===== config.mk =====
export PLATFORM = sky130hd
export DESIGN_NAME = fft_stream_sequencer
export DESIGN_NICKNAME = d
export VERILOG_FILES = /design/src/rtl/fft_ctrl_pkg.sv /design/src/rtl/fft_out_framer.sv /design/src/rtl/fft_stream_sequencer.sv
export SDC_FILE = /design/constraint.sdc
export NUM_CORES = 1
export LEC_CHECK = 0
export ABC_CLOCK_PERIOD_IN_PS = 3000
export BUFFER_PORTS_ARGS = -buffer_cell sky130_fd_sc_hd__buf_2
export CAP_MARGIN = 20
export CORE_AREA = 2 2 205 207
export CTS_CLUSTER_SIZE = 30
export DETAILED_ROUTE_END_ITERATION = 6
export DIE_AREA = 0 0 207 209
export GPL_TIMING_DRIVEN = 0
export PLACE_DENSITY_LB_ADDON = 0.08
export SLEW_MARGIN = 15
export SYNTH_ARGS = -nofsm -noshare
export SYNTH_HDL_FRONTEND = slang
export SYNTH_HIERARCHICAL = 1
export SYNTH_SLANG_ARGS = --single-unit
export TNS_END_PERCENT = 10

===== constraint.sdc =====
create_clock -name clk -period 3 [get_ports clk]
set_input_delay 0.9 -clock clk [delete_from_list [all_inputs] [get_ports clk]]
set_output_delay 0.9 -clock clk [all_outputs]
set_load 0.01 [all_outputs]

===== src/rtl/fft_ctrl_pkg.sv =====
// fft_ctrl_pkg: shared sizing constants and FSM state type for the dft_top
// stream sequencer and its output framer.
package fft_ctrl_pkg;

    localparam int W            = 32;
    localparam int LANES        = 4;
    localparam int FRAME_BEATS  = 512;
    localparam int MIN_GAP      = 512;
    localparam int MAX_INFLIGHT = 2;
    localparam int WDOG_CYCLES  = 4096;

    localparam int BEAT_CNT_W = $clog2(FRAME_BEATS);
    localparam int GAP_CNT_W  = $clog2(MIN_GAP + 1);
    localparam int INFL_W     = $clog2(MAX_INFLIGHT + 1);
    localparam int WDOG_CNT_W = $clog2(WDOG_CYCLES + 1);

    typedef enum logic {
        IDLE,
        LOAD
    } state_t;

endpackage


===== src/rtl/fft_out_framer.sv =====
// fft_out_framer: turns the core's next_out pulse plus the following
// FRAME_BEATS words of Y into a registered valid/sop/eop stream.
module fft_out_framer
    import fft_ctrl_pkg::*;
(
    input  logic                 clk,
    input  logic                 reset,
    input  logic                 next_out,
    input  logic [W*LANES-1:0]   y,
    input  logic                 ready,
    output logic [W*LANES-1:0]   data,
    output logic                 valid,
    output logic                 sop,
    output logic                 eop,
    output logic                 err_overrun
);

    localparam logic [BEAT_CNT_W-1:0] LAST_BEAT = BEAT_CNT_W'(FRAME_BEATS - 1);

    logic                  active;
    logic [BEAT_CNT_W-1:0] beat;

    // A fresh next_out always wins over the running count so a new frame
    // realigns the beat index even mid-run; the core cannot stall, so a beat
    // refused downstream is simply lost and flagged.
    always_ff @(posedge clk) begin
        if (reset) begin
            active      <= 1'b0;
            beat        <= '0;
            data        <= '0;
            valid       <= 1'b0;
            sop         <= 1'b0;
            eop         <= 1'b0;
            err_overrun <= 1'b0;
        end else begin
            valid <= active;
            sop   <= active && (beat == '0);
            eop   <= active && (beat == LAST_BEAT);
            if (active) begin
                data <= y;
            end
            if (next_out) begin
                active <= 1'b1;
                beat   <= '0;
            end else if (active) begin
                beat <= beat + 1'b1;
                if (beat == LAST_BEAT) begin
                    active <= 1'b0;
                end
            end
            if (valid && !ready) begin
                err_overrun <= 1'b1;
            end
        end
    end

endmodule


===== src/rtl/fft_stream_sequencer.sv =====
// fft_stream_sequencer: feeds whole frames into the streaming dft_top core and
// frames its output. Optional watchdog enabled by defining FFT_WATCHDOG_EN.
module fft_stream_sequencer
    import fft_ctrl_pkg::*;
(
    input  logic                 clk,
    input  logic                 reset,
    input  logic                 enable,
    input  logic                 in_frame_rdy,
    input  logic [W*LANES-1:0]   in_data,
    output logic                 in_pop,
    output logic                 core_next,
    output logic [W*LANES-1:0]   core_x,
    input  logic                 core_next_out,
    input  logic [W*LANES-1:0]   core_y,
    output logic [W*LANES-1:0]   out_data,
    output logic                 out_valid,
    output logic                 out_sop,
    output logic                 out_eop,
    input  logic                 out_ready,
    output logic [1:0]           inflight,
    output logic                 err_overrun,
    output logic                 err_spurious,
    output logic                 err_timeout
);

    localparam logic [BEAT_CNT_W-1:0] LAST_BEAT = BEAT_CNT_W'(FRAME_BEATS - 1);

    state_t                state;
    state_t                state_nxt;
    logic [BEAT_CNT_W-1:0] beat_cnt;
    logic [BEAT_CNT_W-1:0] beat_nxt;
    logic [GAP_CNT_W-1:0]  gap_cnt;
    logic [INFL_W-1:0]     infl;
    logic                  gap_ok;
    logic                  can_start;
    logic                  dec;
    logic                  spurious;
    logic                  wdog_hit;

    assign gap_ok    = gap_cnt >= GAP_CNT_W'(MIN_GAP);
    assign can_start = !reset && enable && in_frame_rdy && gap_ok
                       && (infl < INFL_W'(MAX_INFLIGHT));
    assign spurious  = core_next_out && (infl == '0);
    assign dec       = core_next_out && (infl != '0);
    assign inflight  = infl;

    always_ff @(posedge clk) begin
        if (reset) begin
            state    <= IDLE;
            beat_cnt <= '0;
        end else begin
            state    <= state_nxt;
            beat_cnt <= beat_nxt;
        end
    end

    // The first beat pops in the same cycle the start is decided so that
    // back-to-back frames stream without a bubble.
    always_comb begin
        state_nxt = state;
        beat_nxt  = beat_cnt;
        in_pop    = 1'b0;
        core_next = 1'b0;
        case (state)
            IDLE: begin
                if (can_start) begin
                    in_pop    = 1'b1;
                    core_next = 1'b1;
                    beat_nxt  = BEAT_CNT_W'(1);
                    state_nxt = LOAD;
                end
            end
            LOAD: begin
                in_pop   = !reset;
                beat_nxt = beat_cnt + 1'b1;
                if (beat_cnt == LAST_BEAT) begin
                    state_nxt = IDLE;
                end
            end
            default: state_nxt = IDLE;
        endcase
    end

    always_ff @(posedge clk) begin
        if (reset) begin
            core_x <= '0;
        end else if (in_pop) begin
            core_x <= in_data;
        end
    end

    // Counts cycles since the last core_next, saturating once the gap is met.
    always_ff @(posedge clk) begin
        if (reset) begin
            gap_cnt <= GAP_CNT_W'(MIN_GAP);
        end else if (core_next) begin
            gap_cnt <= GAP_CNT_W'(1);
        end else if (!gap_ok) begin
            gap_cnt <= gap_cnt + 1'b1;
        end
    end

    always_ff @(posedge clk) begin
        if (reset) begin
            infl         <= '0;
            err_spurious <= 1'b0;
        end else begin
            if (wdog_hit) begin
                infl <= core_next ? INFL_W'(1) : '0;
            end else if (core_next && !dec) begin
                infl <= infl + 1'b1;
            end else if (!core_next && dec) begin
                infl <= infl - 1'b1;
            end
            if (spurious) begin
                err_spurious <= 1'b1;
            end
        end
    end

`ifdef FFT_WATCHDOG_EN
    logic [WDOG_CNT_W-1:0] wdog_cnt;

    assign wdog_hit = (infl != '0) && (wdog_cnt >= WDOG_CNT_W'(WDOG_CYCLES));

    // Restarts on every frame start; a lost next_out eventually frees the slot.
    always_ff @(posedge clk) begin
        if (reset) begin
            wdog_cnt    <= '0;
            err_timeout <= 1'b0;
        end else begin
            if (core_next) begin
                wdog_cnt <= WDOG_CNT_W'(1);
            end else if ((infl == '0) || wdog_hit) begin
                wdog_cnt <= '0;
            end else begin
                wdog_cnt <= wdog_cnt + 1'b1;
            end
            if (wdog_hit) begin
                err_timeout <= 1'b1;
            end
        end
    end
`else
    assign wdog_hit    = 1'b0;
    assign err_timeout = 1'b0;
`endif

    fft_out_framer u_framer (
        .clk         (clk),
        .reset       (reset),
        .next_out    (core_next_out),
        .y           (core_y),
        .ready       (out_ready),
        .data        (out_data),
        .valid       (out_valid),
        .sop         (out_sop),
        .eop         (out_eop),
        .err_overrun (err_overrun)
    );

endmodule

**Yosys cells after proc, flatten, opt, wreduce, memory -nomap -nowiden**

Cells that the tools add are included.

- Bits in registers: 293
- Bits of input ports: 262
- Output and inout port bits: 266
- Logic and storage cells: 61

- Add/sub/neg operators: 5
- $lt $le $gt $ge: 2
- Equality and inequality tests: 4
- Mux-type cells: 14
- Bitwise operators: 1
- Reductions and logical operators: 21

Operator list:

| kind | number |
|---|---|
| $mux W10 | 2 |
| $add A9 B1 Y9 const B | 2 |
| $eq A9 B9 Y1 const B | 2 |
| $pmux W9 S2 | 1 |
| $logic_and A1 B1 Y1 | 11 |
| $add A10 B1 Y10 const B | 1 |
| $ge A10 B10 Y1 const B | 1 |
| $logic_not A9 Y1 | 1 |
| $mux W9 | 1 |
| $mux W1 | 6 |
| $logic_not A1 Y1 | 4 |
| $mux W2 | 2 |
| $ne A2 B2 Y1 const B | 2 |
| $pmux W1 S2 | 2 |
| $reduce_bool A2 Y1 | 2 |
| $reduce_or A2 Y1 | 2 |
| $add A2 B1 Y2 const B | 1 |
| $logic_not A2 Y1 | 1 |
| $lt A2 B2 Y1 const B | 1 |
| $sub A2 B1 Y2 const B | 1 |
| $not A1 Y1 | 1 |

**Depth between registers and ports, before layout**

- Depth in word-level cells: 11
- Mapped depth: 9
- Gate-level depth less buffers: 7

**By module**

Netlist, hierarchy kept.

Modules (own cells, without submodules):

| module | times used | cells each | area each (µm²) | seq. area each (µm²) |
|---|---|---|---|---|
| fft_stream_sequencer | 1 | 707 | 5891.9 | 3022.9 |
| fft_out_framer | 1 | 478 | 5063.6 | 2842.7 |

**Least setup slack after synthesis**

OpenSTA, ideal clock, no wires.

- Kind: input to output
- From: input port reset
- To: output port core_next
- Data arrival time: 1.695 ns
- Required time: 2.100 ns
- Slack: 0.405 ns
- Cell stages on the path: 4
- Buffers on the path: 1
- Cells stage by stage: buf_2 -> or2_2 -> or2_1 -> inv_1

- Word-level cells in the longest chain between the ends: 7

RTL lines:

| what | RTL line | RTL |
|---|---|---|
| start, declared | fft_stream_sequencer.sv:7 | `input logic reset,` |
| $logic_not A1 Y1 | fft_stream_sequencer.sv:42 | `assign can_start = !reset && enable && in_frame_rdy && gap_ok` |
| $logic_and A1 B1 Y1 (3 in a row) | fft_stream_sequencer.sv:42 |  |
| $logic_and A1 B1 Y1 | fft_stream_sequencer.sv:43 | `&& (infl < INFL_W'(MAX_INFLIGHT));` |
| $mux W1 | fft_stream_sequencer.sv:67 | `if (can_start) begin` |
| $mux W1 | fft_stream_sequencer.sv:65 | `case (state)` |
| end, declared | fft_stream_sequencer.sv:12 | `output logic core_next,` |

Every way passes these cells.

**Worst setup path after layout**

Same ends and word-level chain as after synthesis.

==> summary.txt <==
Worst setup path
  • Cell count along the critical path: 5
  • Crit Path Class: in -> out
  • Buf/Inv on CP: 3
  • Flop-to-flop setup slack: 0.93 ns
  • Worst setup path end: core_next
  • Largest stage delay on the critical path: 0.29 ns
  • CP cell instances: buf_2 -> or2_4 -> or2_1 -> inv_1 -> buf_2
  • Worst-path maximum fanout: 10
  • CP most frequent cell: buf_2
  • Setup crit start: reset
  • Crit end category: output port
  • Reg-to-Reg End: inflight[1]
  • CP top delay family: simple AND/OR/NAND/NOR gates
  • Critical path launch point type: input pin
  • RR Startpoint: inflight[1]
  • Slowest CP cell: or2_4
  • CP arrival: 1.95 ns
  • Data required, critical path: 2.10 ns
  • Worst r2r path cells: 7

Timing
  • Final hold vios: 0
  • Final Skew: 0.007310 ns
  • Slew margin rel.: 43.42%
  • Fmax: 351.4 MHz
  • Setup TNS: 0 ns
  • RSZ-0062 raised after global routing: false
  • Period minus WS final: 2.846 ns
  • Slew Limit Fails: 0
  • Fin Hold WS: 0.4616 ns
  • Worst-margin pin slew: 0.8487 ns
  • Crit share post-route: 94.87%
  • Final setup viols: 0

Placed design
  • Placer Congestion: 0.7738
  • Placed Cells: 2249
  • Area after DPL: 0.01426 mm^2
  • DPL Wire Length: 30440 um
  • Port bufs: 525

Finish
  • # nets final: 2016
  • Area growth syn-to-layout: 40.43%
  • Storage cell area: 0.005866 mm^2
  • Fin util: 37.26%
  • FILL cells: 4401
  • Final non-filler cell total: 2317
  • Layout cell share with drive strength beyond 1: 35.06%
  • Leading cell type in the layout, fill and taps excluded: buf_2
  • Fin area: 0.01538 mm^2
  • Multi-input gate area: 0.004566 mm^2
  • Most frequent cells in the layout: buf_2 (547), dfxtp_1 (293), nor2_1 (147)

Yosys
  • Largest area contributor in the netlist: dfxtp_1
  • Most used DFF post-synth: dfxtp_1
  • Sequential fraction of the synthesis area: 53.54%
  • Post-synth EDFFs: 0
  • Ys async rst share: 0%
  • Synth warn: 6
  • Syn_area_per_cell: 9.245 um^2
  • Synth top area share: 53.54%
  • Synth Net Count: 1455
  • Syn Std Cell Area: 0.01096 mm^2
  • Flip-flop and latch count after synthesis: 293
  • Mapped Cells: 1185
  • Cell variety after synth: 45
  • Largest cells by area after synthesis: dfxtp_1 (54%), mux2i_1 (12%), a21oi_1 (6.7%)

Clock network
  • CTS Sinks: 293
  • Max Root-Sink Buffers: 3
  • Clock transition at path regs: 0.06 ns
  • H-tree depth: 2
  • TritonCTS Buffers: 36
  • Clock root cell: clkbuf_16
  • CTS tree: done
  • Worst skew pair latency: 0.54 ns
  • # hold bufs at CTS: 0

Die
  • Chip height: 209 um
  • Horiz. Die Dim: 207 um
  • Row cnt: 75
  • Core region area: 0.04129 mm^2
  • Starting Density: 26.53%
  • Io pins: 528
  • Full die area: 0.04326 mm^2

Global route
  • First-pass GRT wire length: 60730 um
  • Total Routing Usage GR: 17.87%
  • Largest net degree at the start of global routing: 20
  • Initial antenna violation count: 9
  • Vias in the first global route: 10240
  • Global route total overflow: 0

Drt
  • TritonRoute pass-1 iters: 4
  • Vias post-DR: 10630
  • Routed WL per cell: 17.57 um
  • Final WL: 40700 um
  • Via density per instance: 4.586
  • Initial DRC count: 567
  • Final ANT Viol Nets: 0
  • Number of remaining DRC errors: 0

Hold path
  • Hold depth: 2
  • Hold WC Path Type: reg -> reg

Run status
  • Outcome: complete, no violations

Power
  • PD cells: 684.9 mW/mm^2
  • Static leakage: 0.007084 uW
  • Peak supply drop: 377.8 uV

Job
  • Max-cap viol count: 0
-- cells by family after synthesis --
logic type	after synthesis	share of synthesized area, %
XOR/XNOR	11	0.8795
buffers and inverters	117	4.808
AO/OA/AOI/OAI	292	13.63
AND/OR/NAND/NOR	331	14.13
multiplexers	132	12.07
flip-flops	293	53.54
adder cells (fa/ha/maj)	8	0.9137
other	1	0.03423
-- power by group --
| group | switching [uW] | internal, uW | total, uW |
|---|---|---|---|
| combinational | 1170 | 762 | 1930 |
| clock | 1690 | 2480 | 4170 |
| sequential | 188 | 4250 | 4440 |
-- state kept, by name, indices dropped and copies added, names as in the netlist --
register and count:
beat_cnt 9, core_x 128, err_spurious 1, gap_cnt 10
inflight 2, state 1, u_framer/active 1, u_framer/beat 9
u_framer/data 128, u_framer/eop 1, u_framer/err_overrun 1, u_framer/sop 1
u_framer/valid 1
-- layer usage --
metal | vias up | global-route usage [%] | wire (um)
met5 | - | 0 | 7
met4 | 2 | 6.453 | 1073
met3 | 58 | 5.861 | 2985
met2 | 363 | 28.61 | 19100
met1 | 4938 | 22.45 | 17540
li1 | 5265 | - | -
-- per-stage QoR --
stage | total power [uW] | setup slack, ns
6_report | 10540 | 0.1540
3_3_place_gp | 6454 | 0.03169
5_1_grt | 11080 | 0.05385
2_1_floorplan | 5570 | 0.4051
3_5_place_dp | 6469 | 0.03962
4_1_cts | 10730 | 0.008867
-- worst min path at each step --
stage | start | end | slack (ns)
final | core_x[3] | core_x[3] | 0.46
after global routing | core_x[80] | core_x[80] | 0.48
after CTS | core_x[125] | core_x[125] | 0.46
after detailed placement | core_x[125] | core_x[125] | 0.45
after global placement | core_x[50] | core_x[50] | 0.45
after floorplan | beat_cnt[8] | beat_cnt[8] | 0.45
-- synthesized netlist by cell type (2+ instances only) --
library cell  instances
buf_2                22
xor2_1                9
nand3_1             135
o21ai_0             118
o21ai_1              18
nor3_1                2
inv_1                 7
or3_1                 9
o221ai_1              3
nand2_1              11
nand4b_1              3
clkbuf_1             67
mux2i_1             131
dfxtp_1             293
ha_1                  8
nor2_1              147
o31ai_1               2
a21oi_1             146
or2_2                 3
buf_4                14
xnor2_1               2
nand4_1               8
buf_1                 5
-- worst min-delay path: stages, from the launching register on --
cell and delay, ns:
dfxtp_1 0.30, nand3_1 0.06, a21oi_1 0.05
-- cell type report --
| type | instances | area share [%] |
|---|---|---|
| antenna | 7 | 0.1139 |
| buffer | 107 | 3.180 |
| clock buffer | 56 | 6.807 |
| clock inverter | 7 | 0.4392 |
| inverter | 8 | 0.1952 |
| multi-input combinational | 775 | 29.68 |
| sequential | 293 | 38.13 |
| tap | 539 | 4.384 |
| timing repair buffer | 525 | 17.08 |
-- what timing repair did --
action,CTS,global route
setup buffers,0,0
resized for setup,0,1
endpoints found under the setup margin,1,2
pin swaps,0,0
Note: power is estimated with default switching activity, not from simulation.
